===== src/rtl/uart_rx.sv =====
// 8N1 UART receiver: synchronises the serial line, samples each bit at its
// centre using oversample ticks, and hands bytes out over valid/ready.
module uart_rx #(
  parameter int DATA_BITS  = 8,
  parameter int OVERSAMPLE = 16,
  parameter int CNT_W      = $clog2(OVERSAMPLE)
) (
  input  logic                 clk,
  input  logic                 resetn,
  input  logic                 rx_os_clk,
  input  logic                 rx_in,
  output logic [DATA_BITS-1:0] rx_data,
  output logic                 rx_valid,
  input  logic                 rx_ready,
  output logic                 rx_frame_err,
  output logic                 rx_overrun,
  output logic                 rx_busy
);

  localparam int BIT_W = (DATA_BITS > 1) ? $clog2(DATA_BITS) : 1;
  localparam logic [CNT_W-1:0] HALF_LAST = CNT_W'(OVERSAMPLE / 2 - 1);
  localparam logic [CNT_W-1:0] BIT_LAST  = CNT_W'(OVERSAMPLE - 1);
  localparam logic [BIT_W-1:0] DATA_LAST = BIT_W'(DATA_BITS - 1);

  typedef enum logic [1:0] {IDLE, START, DATA, STOP} state_t;

  state_t               state, state_nx;
  logic [CNT_W-1:0]     cnt, cnt_nx;
  logic [BIT_W-1:0]     bitn, bitn_nx;
  logic [DATA_BITS-1:0] shift, shift_nx;
  logic                 sync_p0, sync_p1, os_p0, last_rx_s;
  logic                 rx_s, tick;
  logic                 deliver, frame_err_nx, overrun_nx;

  assign rx_s    = sync_p1;
  assign tick    = rx_os_clk & ~os_p0;
  assign rx_busy = (state != IDLE);

  // Stage boundary: line synchroniser, tick edge detect, FSM and output registers
  always_ff @(posedge clk) begin
    if (!resetn) begin
      sync_p0      <= 1'b1;
      sync_p1      <= 1'b1;
      os_p0        <= 1'b0;
      last_rx_s    <= 1'b1;
      state        <= IDLE;
      cnt          <= '0;
      bitn         <= '0;
      rx_data      <= '0;
      rx_valid     <= 1'b0;
      rx_frame_err <= 1'b0;
      rx_overrun   <= 1'b0;
    end else begin
      sync_p0      <= rx_in;
      sync_p1      <= sync_p0;
      os_p0        <= rx_os_clk;
      if (tick) last_rx_s <= rx_s;
      state        <= state_nx;
      cnt          <= cnt_nx;
      bitn         <= bitn_nx;
      rx_frame_err <= frame_err_nx;
      rx_overrun   <= overrun_nx;
      // A fresh byte wins over an acceptance on the same edge
      if (deliver) begin
        rx_data  <= shift;
        rx_valid <= 1'b1;
      end else if (rx_ready) begin
        rx_valid <= 1'b0;
      end
    end
  end

  always_ff @(posedge clk) begin
    shift <= shift_nx;
  end

  always_comb begin
    state_nx     = state;
    cnt_nx       = cnt;
    bitn_nx      = bitn;
    shift_nx     = shift;
    deliver      = 1'b0;
    frame_err_nx = 1'b0;
    overrun_nx   = 1'b0;
    if (tick) begin
      case (state)
        IDLE: begin
          // Falling edge only, so a held-low break cannot retrigger
          if (!rx_s && last_rx_s) begin
            state_nx = START;
            cnt_nx   = '0;
          end
        end
        START: begin
          if (cnt == HALF_LAST) begin
            cnt_nx   = '0;
            bitn_nx  = '0;
            state_nx = rx_s ? IDLE : DATA;
          end else begin
            cnt_nx = cnt + 1'b1;
          end
        end
        DATA: begin
          if (cnt == BIT_LAST) begin
            cnt_nx   = '0;
            shift_nx = {rx_s, shift[DATA_BITS-1:1]};
            if (bitn == DATA_LAST) state_nx = STOP;
            else                   bitn_nx  = bitn + 1'b1;
          end else begin
            cnt_nx = cnt + 1'b1;
          end
        end
        STOP: begin
          if (cnt == BIT_LAST) begin
            cnt_nx   = '0;
            state_nx = IDLE;
            if (!rx_s)                     frame_err_nx = 1'b1;
            else if (rx_valid && !rx_ready) overrun_nx  = 1'b1;
            else                           deliver      = 1'b1;
          end else begin
            cnt_nx = cnt + 1'b1;
          end
        end
        default: state_nx = IDLE;
      endcase
    end
  end

endmodule

===== config.mk =====
export PLATFORM = sky130hd
export DESIGN_NAME = uart_rx
export DESIGN_NICKNAME = d
export VERILOG_FILES = /design/src/rtl/uart_rx.sv
export SDC_FILE = /design/constraint.sdc
export NUM_CORES = 1
export LEC_CHECK = 0
export ABC_AREA = 0
export CORE_ASPECT_RATIO = 0.9
export CORE_UTILIZATION = 53
export CTS_BUF_LIST = sky130_fd_sc_hd__clkbuf_16
export CTS_CLUSTER_DIAMETER = 150
export DETAILED_ROUTE_END_ITERATION = 8
export HOLD_SLACK_MARGIN = 0.08
export MAX_ROUTING_LAYER = met4
export PLACE_DENSITY = 0.74
export SYNTH_ARGS = -nofsm -noshare
export SYNTH_HDL_FRONTEND = slang
export SYNTH_SLANG_ARGS = --single-unit

===== constraint.sdc =====
create_clock -name clk -period 2.08 [get_ports clk]
set_input_delay 0.312 -clock clk [delete_from_list [all_inputs] [get_ports clk]]
set_output_delay 0.312 -clock clk [all_outputs]
set_load 0.01 [all_outputs]

==> flow_summary_export.csv, run 1 <==
group,metric,value,unit
route,wl_per_cell,14.2,um
synth,syn_nets,130,
clocking,clock_path_buffers,2,
cells_and_area,final_cell_area,1660,um2
clocking,cts_buffers,5,
cells_and_area,layout.cells.non_filler,171,
placed_design,post-dp-hpwl,1.66,mm
floorplanning,die_h,49.2,um
clocking,root_buffer,"clkbuf_16",
clocking,post-cts-setup-buffer-count,0,
timing,tns,0,ps
floorplanning,dieArea,2680,um2
cells_and_area,antenna_cells,0,
synth,ys_seq_area_frac,0.549,
synth,synth_seq_cells,32,
clocking,clock-sinks,32,
global_routing,grt_pass1_vias,907,
placed_design,io_buffer_count,16,
power_and_ir_drop,peakVddDrop,964,uV
synth,synth_area,1310,um2
hold_path,whs_path_depth,1,
floorplanning,dieWidth,54.5,um
hold_path,min_to,"rx_s",
clocking,cts_tree,"done",
route,vias,930,
hold_path,hp-start,"sync_p0",
cells_and_area,nFillCells,158,
clocking,cts_hold_buf,0,
synth,synth_adder_area_share,0.0286,
synth,async_flop_share,0,
synth,synthMuxAreaShare,0.0762,
timing,period_needed,1900,ps
synth,netlist_instances,122,
clocking,cts.reportedPaths.clkPinSlew,50,ps
hold_path,hold_path.class,"register to register",
timing,worstMarginPinSlew,413,ps
placed_design,dp_cells,163,
setup_path,ff2ff_setup_slack,250,ps
cells_and_area,nets,151,
global_routing,grt_start_max_net_pins,14,
power_and_ir_drop,p_per_area,890,nW/um2
synth,synth_edf_count,8,
synth,ys_types,36,
route,drtPass1Iterations,4,
status,status,"completed",
timing,drv_slew,0,
timing,clock_skew,7.66,ps
synth,synth_xor_area_frac,0,
power_and_ir_drop,p_leak,0.613,nW
cells_and_area,areaGrowthSynthToFinish,26.7,%
timing,hold_viol,0,
setup_path,reg2reg_from,"bitn[0]",
global_routing,antenna_found_initial,0,
synth,synthFlopType,"dfxtp_1",
timing,setup_viol,0,
floorplanning,rows,16,
setup_path,worstSetupPathType,"register to output port",
placed_design,gp_congestion,0.804,
floorplanning,ios,17,
synth,yosys_warnings,0,
cells_and_area,layout_commonest_cell,"dfxtp_1",
global_routing,grt_pass1_wl,4.12,mm
route,drt_iter0_drc,27,
placed_design,placed_area,1500,um2
synth,yosys.area_share.simple,0.230,
timing,rsz0062_at_grt,"false",
run,cap_violations,0,
global_routing,grt.overflow.total,0,
floorplanning,initial_utilization,0.581,
setup_path,crit_required,1770,ps
setup_path,endpoint_kind,"output port",
setup_path,crit_arrival,1590,ps
setup_path,worstRegToRegCells,6,
timing,fin_crit_sh,0.913,
route,ant_nets,0,
synth,synth_top_family_by_area,"simple AND/OR/NAND/NOR gates",
cells_and_area,final_cell_mix,"dfxtp_1 (24), clkdlybuf4s50_1 (16), nor2_1 (15), mux2i_1 (10), nand2_1 (9)",
synth,syn_avg_cell_area,10.8,um2
clocking,insertion_delay,270,ps
route,vias_per_cell,5.44,
route,routed_wl,2.44,mm
clocking,post_cts_resized,0,
floorplanning,fp.coreArea,2260,um2
global_routing,grt_usage,0.231,
timing,max_freq,527,MHz
clocking,htreeDepth,2,
setup_path,crit_path_max_fanout,13,
setup_path,reg2reg_to,"bitn[0]",
cells_and_area,drive_gt1_frac,0.125,
timing,maxSlewHeadroom,0.724,
synth,synth-compound-area-share,0.0714,
setup_path,worst_setup_path_start_kind,"register",
route,drc,0,
## synth_stat cells (all sizes together) (2+ instances only)
library cell | count | area (um2)
a21oi | 5 | 25.0
a22oi | 2 | 15.0
and3 | 2 | 12.5
buf | 5 | 36.3
clkbuf | 2 | 7.51
dfxtp | 24 | 480
edfxtp | 8 | 240
ha | 3 | 37.5
inv | 4 | 15.0
mux2i | 10 | 100
nand2 | 9 | 33.8
nand2b | 4 | 25.0
nand3 | 3 | 15.0
nor2 | 17 | 68.8
nor2b | 2 | 12.5
nor3b | 2 | 20.0
o21ai | 4 | 23.8
or4b | 3 | 30.0
## state kept, by name (all words and copies together) (netlist names), named ones only
signal and flops:
rx_s 1, rx_data 8, rx_frame_err 1, os_p0 1, sync_p0 1, rx_valid 1
shift 8, bitn 3, state 1, cnt 4, rx_overrun 1, last_rx_s 1
## critical path, stage by stage, from the launching register on
cell and delay (ps):
dfxtp_1 570, nor2_2 140, inv_1 70, clkdlybuf4s50_1 520
## through the flow
step           utilization  hold WS (ps)  power [mW]  setup slack (ps)
5_1_grt              0.736           448        1.53              76.9
2_1_floorplan            -           386       0.678               397
4_1_cts              0.736           426        1.49               196
6_report             0.736           421        1.48               182
3_5_place_dp         0.664           406       0.697               185
3_3_place_gp         0.664           398       0.696               216
## worst max-delay path by stage
stage,startpoint,end,slack (ps)
after floorplan,cnt[0],shift[0],400
after global placement,rx_os_clk,rx_data[6],220
after detailed placement,rx_os_clk,rx_data[6],190
after CTS,register,rx_busy,200
after global routing,register,rx_busy,80
final,register,rx_busy,180
## kinds of logic (layout without fill, tap and decap cells)
family | count (synthesis) | in the layout
DFF | 32 | 32
AOI/OAI and AO/OA | 14 | 14
muxes | 10 | 10
buffers and inverters | 11 | 33
and+or+nand+nor | 52 | 52
adders and majority gates | 3 | 3
## final cells by class
class / instances / area (um2) / area share
sequential: 32 / 721 / 0.433
timing repair buffer: 21 / 198 / 0.119
multi-input combinational: 79 / 534 / 0.321
clock buffer: 5 / 125 / 0.0752
clock inverter: 3 / 37.5 / 0.0226
inverter: 4 / 15.0 / 0.00902
tap: 27 / 33.8 / 0.0203
## power by group
part	switching [mW]	internal (mW)
clock	0.241	0.555
sequential	0.00438	0.640
combinational	0.0211	0.0199
## metal layers
metal / global-route usage / wire length (um) / share of wire / vias up
met5: - / 0 / 0 / -
met4: 0.124 / 59 / 0.024 / 0
met3: 0.0966 / 125 / 0.051 / 6
met2: 0.315 / 1050 / 0.43 / 23
met1: 0.283 / 1200 / 0.49 / 432
li1: - / - / - / 469
(Power assumes the default switching activity.)
==> inputs of run 2 (changes only) <==
--- a/config.mk
+++ b/config.mk
@@ -6,6 +6,7 @@
 export NUM_CORES = 1
 export LEC_CHECK = 0
 export ABC_AREA = 0
+export ABC_CLOCK_PERIOD_IN_PS = 2080
 export CORE_ASPECT_RATIO = 0.9
 export CORE_UTILIZATION = 53
 export CTS_BUF_LIST = sky130_fd_sc_hd__clkbuf_16
@@ -13,7 +14,7 @@
 export DETAILED_ROUTE_END_ITERATION = 8
 export HOLD_SLACK_MARGIN = 0.08
 export MAX_ROUTING_LAYER = met4
-export PLACE_DENSITY = 0.74
+export PLACE_DENSITY = 0.78
 export SYNTH_ARGS = -nofsm -noshare
 export SYNTH_HDL_FRONTEND = slang
 export SYNTH_SLANG_ARGS = --single-unit
==> flow_summary_export.csv, run 2 (synthesis gave the netlist of run 1 again) <==
group,metric,value,unit
cells_and_area,antenna_cells,0,
global_routing,grt_pass1_vias,915,
setup_path,worstSetupPathType,"register to output port",
hold_path,hold_path.class,"register to register",
floorplanning,dieWidth,54.5,um
route,vias,958,
floorplanning,initial_utilization,0.581,
timing,max_freq,537,MHz
setup_path,reg2reg_to,"bitn[1]",
placed_design,place_ws,187,ps
clocking,cts_tree,"done",
clocking,clock_path_buffers,2,
timing,tns,0,ps
placed_design,gp_congestion,0.761,
setup_path,crit_required,1770,ps
placed_design,io_buffer_count,16,
setup_path,worstRegToRegCells,6,
global_routing,antenna_found_initial,0,
setup_path,endpoint_kind,"output port",
route,drtPass1Iterations,4,
setup_path,crit_path_end,"rx_busy",
floorplanning,fp.coreArea,2260,um2
status,status,"completed",
route,wl_per_cell,14.2,um
cells_and_area,final_cell_mix,"dfxtp_1 (24), clkdlybuf4s50_1 (16), nor2_1 (15), mux2i_1 (10), nand2_1 (9)",
global_routing,grt_pass1_wl,3.95,mm
route,drc,0,
setup_path,cp_cell_sequence,"nor2_2, inv_1, clkdlybuf4s50_1",
global_routing,grt_usage,0.216,
placed_design,placed_area,1500,um2
setup_path,critical_path.top_delay_family,"buffers and inverters",
clocking,cts_hold_buf,0,
clocking,post-cts-setup-buffer-count,0,
cells_and_area,nets,151,
cells_and_area,areaGrowthSynthToFinish,24.7,%
clocking,htreeDepth,2,
timing,worstMarginPinSlew,402,ps
clocking,cts_buffers,5,
power_and_ir_drop,peakVddDrop,694,uV
setup_path,crit_path_max_fanout,13,
setup_path,path_buf_inv,2,
timing,drv_slew,0,
clocking,insertion_delay,270,ps
route,drt_iter0_drc,20,
timing,maxSlewHeadroom,0.732,
global_routing,grt.overflow.total,0,
setup_path,worst_setup_path_start_kind,"register",
timing,rsz0062_at_grt,"false",
run,cap_violations,0,
clocking,cts.reportedPaths.clkPinSlew,50,ps
route,routed_wl,2.43,mm
route,ant_nets,0,
cells_and_area,reg_top3,"rx_data (8), shift (8), cnt (4)",
setup_path,reg2reg_from,"bitn[0]",
cells_and_area,drive_gt1_frac,0.118,
floorplanning,die_h,49.2,um
setup_path,cp_num_cells,3,
timing,worst_slack,218,ps
clocking,clock-sinks,32,
setup_path,crit_arrival,1550,ps
global_routing,grt_start_max_net_pins,14,
setup_path,cpPeakStageDelay,560,ps
setup_path,slowest_stage,"dfxtp_1",
clocking,post_cts_resized,0,
floorplanning,rows,16,
timing,fin_crit_sh,0.895,
cells_and_area,nFillCells,175,
route,vias_per_cell,5.60,
power_and_ir_drop,p_per_area,825,nW/um2
timing,period_needed,1860,ps
timing,hold_viol,0,
floorplanning,dieArea,2680,um2
cells_and_area,final_cell_area,1640,um2
timing,setup_viol,0,
timing,clock_skew,4.42,ps
placed_design,post-dp-hpwl,1.59,mm
power_and_ir_drop,p_leak,0.608,nW
cells_and_area,layout_commonest_cell,"dfxtp_1",
floorplanning,ios,17,
setup_path,ff2ff_setup_slack,270,ps
clocking,root_buffer,"clkbuf_16",
## run 2: changes by cell type in the layout (fill, tap and decap cells not counted), sizes merged
cell	before	now
clkinv	2	1
bufinv	1	0
inv	4	6
## run 2: where the power goes
part / internal [mW] / switching, mW
registers: 0.640 / 0.00457
logic: 0.0198 / 0.0206
clock network: 0.429 / 0.238
## run 2: worst min-delay path by stage
stage / from / endpoint / depth (start not counted)
6_report: sync_p0 / rx_s / 1
5_1_grt: sync_p0 / rx_s / 1
2_1_floorplan: sync_p0 / rx_s / 1
3_5_place_dp: sync_p0 / rx_s / 1
4_1_cts: sync_p0 / rx_s / 1
3_3_place_gp: sync_p0 / rx_s / 1
## run 2: final cells by class
type | count | area, um2 | area share
clock buffers | 5 | 125 | 0.0764
clock inverters | 3 | 11.3 | 0.00688
inverters | 4 | 15.0 | 0.00917
multi-input cells | 79 | 534 | 0.326
flip-flops and latches | 32 | 721 | 0.440
well taps | 27 | 33.8 | 0.0206
repair buffers | 21 | 198 | 0.121
## run 2: metrics by stage
| step | total power, mW | util | hold WS, ps | instances |
|---|---|---|---|---|
| after floorplan | 0.678 | - | 386 | 122 |
| after global placement | 0.696 | 0.664 | 389 | 163 |
| after detailed placement | 0.696 | 0.664 | 405 | 163 |
| after CTS | 1.36 | 0.724 | 418 | 171 |
| after global routing | 1.39 | 0.724 | 433 | 171 |
| final | 1.35 | 0.724 | 409 | 171 |
## run 2: worst reg2reg max path: stages (launching register included)
cell and delay (ps):
dfxtp_1 320, ha_1 200, ha_1 190, and4bb_2 300, o21ai_2 90, or4b_1 470
a21oi_1 170
## run 2: layer usage
metal	part of all wire	global-route usage	wire, um
met5	0	-	0
met4	0.010	0.111	25
met2	0.47	0.297	1140
met1	0.48	0.268	1180
met3	0.038	0.0872	93
==> inputs of run 3 (changes only) <==
==> constraint.sdc (replaced) <==
create_clock -name clk -period 2.08 [get_ports clk]
set_input_delay 0.312 -clock clk [delete_from_list [all_inputs] [get_ports clk]]
set_output_delay 0.312 -clock clk [all_outputs]
set_load 0.02 [all_outputs]
==> results of run 3 <==
Same layout as run 2 (identical final DEF). Status: completed.
Main changes from that run: setup slack after layout 218 ps -> 150 ps
